### src/rtl/imem_loader_if.sv
// Host byte stream plus instruction-memory write port of the program loader.
// master = host/link side, slave = loader side.
interface imem_loader_if;
    logic [7:0]  in_data;
    logic        in_valid;
    logic        in_ready;
    logic        mem_we;
    logic [31:0] mem_waddr;
    logic [31:0] mem_wdata;

    modport master (
        output in_data, in_valid,
        input  in_ready, mem_we, mem_waddr, mem_wdata
    );

    modport slave (
        input  in_data, in_valid,
        output in_ready, mem_we, mem_waddr, mem_wdata
    );
endinterface

### src/rtl/imem_loader.sv
// Length-prefixed LE byte stream -> 32-bit instruction memory writes; holds CPU in reset while loading.
// Latency: mem_we one cycle after a word's 4th byte; one byte/cycle sustained.
// Backpressure: in_ready is a pure function of state; optional trailing XOR byte via IMEM_LOADER_CHECKSUM_EN.
module imem_loader #(
    parameter int unsigned DEPTH     = 256,
    parameter logic [31:0] BASE_ADDR = 32'h0000_0000
) (
    input  logic         clk,
    input  logic         rst,
    input  logic         start,
    imem_loader_if.slave bus,
    output logic         cpu_hold,
    output logic         done,
    output logic         err,
    output logic [15:0]  word_count
);
    localparam logic [2:0] S_IDLE   = 3'd0;
    localparam logic [2:0] S_LEN_LO = 3'd1;
    localparam logic [2:0] S_LEN_HI = 3'd2;
    localparam logic [2:0] S_DATA   = 3'd3;
    localparam logic [2:0] S_DONE   = 3'd4;
    localparam logic [2:0] S_CHK    = 3'd5;

    localparam logic [16:0] DEPTH_W = 17'(DEPTH);

    logic [2:0]  state;
    logic [15:0] len;
    logic [1:0]  byte_idx;
    logic [23:0] word_buf;
    logic        xfer;
    logic [15:0] len_rx;
`ifdef IMEM_LOADER_CHECKSUM_EN
    logic [7:0]  xsum;
`endif

    assign bus.in_ready = (state == S_LEN_LO) || (state == S_LEN_HI) ||
                          (state == S_DATA)   || (state == S_CHK);
    assign xfer   = bus.in_valid && bus.in_ready;
    assign len_rx = {bus.in_data, len[7:0]};

    always_ff @(posedge clk) begin
        if (rst) begin
            state         <= S_IDLE;
            len           <= '0;
            byte_idx      <= '0;
            word_buf      <= '0;
            bus.mem_we    <= 1'b0;
            bus.mem_waddr <= '0;
            bus.mem_wdata <= '0;
            cpu_hold      <= 1'b0;
            done          <= 1'b0;
            err           <= 1'b0;
            word_count    <= '0;
`ifdef IMEM_LOADER_CHECKSUM_EN
            xsum          <= '0;
`endif
        end else begin
            bus.mem_we <= 1'b0;
            case (state)
                S_IDLE, S_DONE: begin
                    if (start) begin
                        state      <= S_LEN_LO;
                        cpu_hold   <= 1'b1;
                        done       <= 1'b0;
                        err        <= 1'b0;
                        word_count <= '0;
`ifdef IMEM_LOADER_CHECKSUM_EN
                        xsum       <= '0;
`endif
                    end
                end
                S_LEN_LO: begin
                    if (xfer) begin
                        len[7:0] <= bus.in_data;
                        state    <= S_LEN_HI;
                    end
                end
                S_LEN_HI: begin
                    if (xfer) begin
                        len[15:8] <= bus.in_data;
                        if (len_rx == 16'd0) begin
`ifdef IMEM_LOADER_CHECKSUM_EN
                            state    <= S_CHK;
`else
                            state    <= S_DONE;
                            done     <= 1'b1;
                            cpu_hold <= 1'b0;
`endif
                        end else if ({1'b0, len_rx} > DEPTH_W) begin
                            // Oversized image: reject before any write lands
                            state    <= S_DONE;
                            err      <= 1'b1;
                            done     <= 1'b1;
                            cpu_hold <= 1'b0;
                        end else begin
                            state    <= S_DATA;
                            byte_idx <= 2'd0;
                        end
                    end
                end
                S_DATA: begin
                    if (xfer) begin
`ifdef IMEM_LOADER_CHECKSUM_EN
                        xsum <= xsum ^ bus.in_data;
`endif
                        byte_idx <= byte_idx + 2'd1;
                        if (byte_idx == 2'd3) begin
                            bus.mem_we    <= 1'b1;
                            bus.mem_wdata <= {bus.in_data, word_buf};
                            bus.mem_waddr <= BASE_ADDR + {14'd0, word_count, 2'b00};
                            word_count    <= word_count + 16'd1;
                            if (word_count + 16'd1 == len) begin
`ifdef IMEM_LOADER_CHECKSUM_EN
                                state    <= S_CHK;
`else
                                state    <= S_DONE;
                                done     <= 1'b1;
                                cpu_hold <= 1'b0;
`endif
                            end
                        end else begin
                            // Shift right so byte 0 ends up in bits 7:0
                            word_buf <= {bus.in_data, word_buf[23:8]};
                        end
                    end
                end
`ifdef IMEM_LOADER_CHECKSUM_EN
                S_CHK: begin
                    if (xfer) begin
                        if (bus.in_data != xsum) err <= 1'b1;
                        state    <= S_DONE;
                        done     <= 1'b1;
                        cpu_hold <= 1'b0;
                    end
                end
`endif
                default: state <= S_IDLE;
            endcase
        end
    end
endmodule
### src/flat_wrapper.sv
// flat-port wrapper written by rule: the top's interface ports become plain ports
module imem_loader_flat 
#(
    parameter int unsigned DEPTH     = 256,
    parameter logic [31:0] BASE_ADDR = 32'h0000_0000
)
  (clk, rst, start, cpu_hold, done, err, word_count, bus_in_data, bus_in_valid, bus_in_ready, bus_mem_we, bus_mem_waddr, bus_mem_wdata);
  imem_loader_if bus_i ();
  input  logic clk;
  input  logic rst;
  input  logic start;
  output logic cpu_hold;
  output logic done;
  output logic err;
  output logic [15:0] word_count;
  input wire logic [$bits(bus_i.in_data)-1:0] bus_in_data;
  input wire logic [$bits(bus_i.in_valid)-1:0] bus_in_valid;
  output wire logic [$bits(bus_i.in_ready)-1:0] bus_in_ready;
  output wire logic [$bits(bus_i.mem_we)-1:0] bus_mem_we;
  output wire logic [$bits(bus_i.mem_waddr)-1:0] bus_mem_waddr;
  output wire logic [$bits(bus_i.mem_wdata)-1:0] bus_mem_wdata;
  assign bus_i.in_data = bus_in_data;
  assign bus_i.in_valid = bus_in_valid;
  assign bus_in_ready = bus_i.in_ready;
  assign bus_mem_we = bus_i.mem_we;
  assign bus_mem_waddr = bus_i.mem_waddr;
  assign bus_mem_wdata = bus_i.mem_wdata;
  imem_loader #(.DEPTH(DEPTH), .BASE_ADDR(BASE_ADDR)) u_core (.clk(clk), .rst(rst), .start(start), .bus(bus_i), .cpu_hold(cpu_hold), .done(done), .err(err), .word_count(word_count));
endmodule
### config.mk
export PLATFORM = sky130hd
export DESIGN_NAME = imem_loader_flat
export DESIGN_NICKNAME = d
export VERILOG_FILES = /design/src/rtl/imem_loader_if.sv /design/src/rtl/imem_loader.sv /design/src/flat_wrapper.sv
export SDC_FILE = /design/constraint.sdc
export NUM_CORES = 1
export LEC_CHECK = 0
export BUFFER_PORTS_ARGS = -buffer_cell sky130_fd_sc_hd__buf_2
export CAP_MARGIN = 0
export CORE_UTILIZATION = 30
export CTS_BUF_LIST = sky130_fd_sc_hd__clkbuf_16
export DETAILED_ROUTE_END_ITERATION = 7
export GPL_ROUTABILITY_DRIVEN = 0
export SKIP_CTS_REPAIR_TIMING = 1
export SLEW_MARGIN = 20
export SYNTH_ARGS = -nofsm -noshare
export SYNTH_HDL_FRONTEND = slang
export SYNTH_SLANG_ARGS = --single-unit
### constraint.sdc
create_clock -name clk -period 3.2 [get_ports clk]
set_clock_uncertainty 0.15 [all_clocks]
set_input_delay 0.48 -clock clk [delete_from_list [all_inputs] [get_ports clk]]
set_output_delay 0.48 -clock clk [all_outputs]
set_load 0.02 [all_outputs]
==> results.cfg <==
[status]
status = finished, final reports clean

[synthesis]
synthArstFlopShare = 0
yosys_warnings = 0
yosys_register_bits = 113
synth_cells = 636
synthFlopType = dfxtp_1
synth_area_mm2 = 0.00496
seq_area_frac_synth = 0.456
synth_edf_count = 0
syn_area_per_cell_um2 = 7.80
synthDistinctLibCells = 57

[clock_tree]
numCtsBuffers = 17
clkSinkCount = 113
cts_tree = built
h-tree-depth = 4
clkTransAtPathRegs_ns = 0.06
worstSkewPairLatency_ns = 0.41
root_buffer = clkbuf_16
clockBufferDepth = 2

[timing]
timing.final.crit_share = 0.831
max_freq_mhz = 376
finalSetupViolations = 0
worst_slew_pin_slew_ns = 0.861
final_max_slew_viol_count = 0
timing.slew.headroom = 0.426
post-route-min-period_ns = 2.66
hold_viol = 0
rsz0062_at_grt = false
fin_tns_setup_ns = 0

[cells_and_area]
syn_to_final_growth_pct = 23.0
drive_above_1_share = 0.184
layout.nets = 712
ff_latch_area_mm2 = 0.00226
antennaDiodeCount = 0
multiInputGateArea_mm2 = 0.00243
final_cell_area_mm2 = 0.00610
fill_cells = 1734
instances_no_fill = 927

[global_routing]
grt-ovfl-total = 0
grt_start_max_net_pins = 63
grtUsageTotal = 0.164
grt_pass1_wl_mm = 21.2
grt_pass1_vias = 3965
antenna_found_initial = 0

[worst_setup_path]
crit_chain = ha_1 -> nand3_1 -> nor4_1 -> xnor2_1 -> a2111oi_2 -> and3_2 -> a31oi_1
crit_required_ns = 3.33
crit_path_end_kind = flip-flop
r2r_setup_slack_ns = 0.54
critical_path.max_stage_delay_ns = 0.56
arrival_ns = 2.79
cp_max_fo = 9
cp_slowest_cell = nor4_1
crit_family = simple AND/OR/NAND/NOR gates
path_class = flip-flop to flip-flop
path_buf_inv = 0
start_kind = flip-flop

[power]
finalPower_mw = 3.52
vdd_drop_max_v = 0.000404
powerDensity_mw_per_mm2 = 577
p_leak_nw = 2.34

[place]
placed_area_mm2 = 0.00550
port-buffer-count = 80
placed_cells = 895
hpwlAfterDp_mm = 8.57

[floorplan]
dieArea_mm2 = 0.0171
die_h_um = 131
core_region_area_mm2 = 0.0160
initial_core_util = 0.310
rows = 46
die_x_um = 131
boundaryPins = 97

[route]
vias_per_cell = 4.81
postRouteAntennaNets = 0
wirelength_mm = 13.1
vias = 4455
drt-wirelength-per-cell_um = 14.2
firstDrtPassIters = 5
drc = 0
drt_iter0_markers = 302

[worst_hold_path]
hold_path_class = primary input to flip-flop

[job]
cap_violations = 0
logic make-up (layout without fill, tap and decap cells):
logic type | after synthesis | after routing | share of synthesized area
multiplexers | 8 | 8 | 0.0161
buffers and inverters | 71 | 131 | 0.0683
other | 1 | 16 | 0.000756
AND/OR/NAND/NOR | 264 | 264 | 0.231
adder cells (fa/ha/maj) | 2 | 2 | 0.00504
AO/OA/AOI/OAI | 155 | 155 | 0.181
flip-flops | 113 | 113 | 0.456
XOR/XNOR | 22 | 22 | 0.0416
routing by layer:
metal,wire length [um],vias to the layer above,share of wire,track usage
met5,0,-,0,0
met4,89,0,0.0068,0.0473
met3,615,6,0.047,0.0525
met2,5960,95,0.45,0.248
met1,6490,2077,0.49,0.222
li1,-,2277,-,-
cell usage after synthesis (2+ instances only):
| cell type | count | area [um^2] |
|---|---|---|
| o22ai_1 | 2 | 12.5 |
| and4_1 | 2 | 17.5 |
| nor2_1 | 34 | 128 |
| inv_1 | 7 | 26.3 |
| a211o_1 | 3 | 26.3 |
| a211oi_1 | 5 | 37.5 |
| buf_4 | 17 | 128 |
| nor4_1 | 6 | 37.5 |
| ha_1 | 2 | 25.0 |
| o21ai_0 | 17 | 85.1 |
| xnor2_1 | 16 | 140 |
| or3_1 | 5 | 31.3 |
| o21bai_1 | 2 | 15.0 |
| a311oi_1 | 4 | 35.0 |
| a22oi_1 | 2 | 15.0 |
| nand3b_1 | 2 | 15.0 |
| nor2b_1 | 4 | 25.0 |
| clkbuf_1 | 39 | 146 |
| a31oi_1 | 5 | 31.3 |
| nand4_1 | 6 | 37.5 |
| nand3_1 | 13 | 65.1 |
| xor2_1 | 5 | 43.8 |
| nand2_1 | 174 | 653 |
| nor3_1 | 7 | 35.0 |
| buf_2 | 6 | 30.0 |
| and3b_1 | 2 | 17.5 |
| dfxtp_1 | 113 | 2260 |
| a21oi_1 | 99 | 495 |
| o211ai_1 | 2 | 15.0 |
| mux2i_1 | 8 | 80.1 |
registers in the layout, indices dropped and copies added (netlist names):
signal / flops
u_core.bus.mem_waddr: 16
u_core.bus.mem_wdata: 32
u_core.bus.mem_we: 1
u_core.byte_idx: 2
u_core.cpu_hold: 1
u_core.done: 1
u_core.err: 1
u_core.len: 16
u_core.state: 3
u_core.word_buf: 24
u_core.word_count: 16
metrics by stage:
stage | hold slack, ns | utilization | setup slack (ns)
floorplan | 0.282 | - | 0.761
global placement | 0.291 | 0.344 | 0.587
detailed placement | 0.294 | 0.344 | 0.525
CTS | 0.186 | 0.381 | 0.526
global route | 0.184 | 0.381 | 0.260
finish | 0.204 | 0.381 | 0.539
placed cells by master (no fill, tap or decap), types with 13 or more instances in the layout:
cell type,n
buf_2,79
a21oi_1,99
clkbuf_16,17
nand3_1,13
nand2_1,173
nor2_1,34
dfxtp_1,113
xnor2_1,16
o21ai_0,17
conb_1,16
worst reg2reg max path, stage by stage, from the launching register on:
cell and delay [ns]:
dfxtp_1 0.47, ha_1 0.27, nand3_1 0.23, nor4_1 0.56, xnor2_1 0.19, a2111oi_2 0.29
and3_2 0.27, a31oi_1 0.09
final timing paths:
kind	start	to	cells after the start
max	u_core.word_count[0]$_SDFFE_PP0P_	u_core.state[1]$_SDFFE_PP0P_	7
min	start	u_core.done$_SDFFE_PP0P_	2
max reg2reg	u_core.word_count[0]$_SDFFE_PP0P_	u_core.state[1]$_SDFFE_PP0P_	7
min reg2reg	u_core.bus.mem_waddr[16]$_SDFFE_PP0P_	u_core.bus.mem_waddr[16]$_SDFFE_PP0P_	2
power breakdown:
| group | total [mW] | switching (mW) | leakage (nW) | internal (mW) |
|---|---|---|---|---|
| logic | 0.168 | 0.115 | 1.14 | 0.0529 |
| clock network | 1.91 | 0.743 | 0.293 | 1.17 |
| registers | 1.44 | 0.0203 | 0.911 | 1.42 |
| total | 3.52 | 0.878 | 2.34 | 2.64 |
final cells by class:
type	count	share of cell area
clock buffers	17	0.0697
repair buffers	92	0.0849
clock inverters	15	0.0285
multi-input cells	467	0.398
inverters	7	0.00431
well taps	216	0.0443
flip-flops and latches	113	0.371
(Power assumes the default switching activity.)
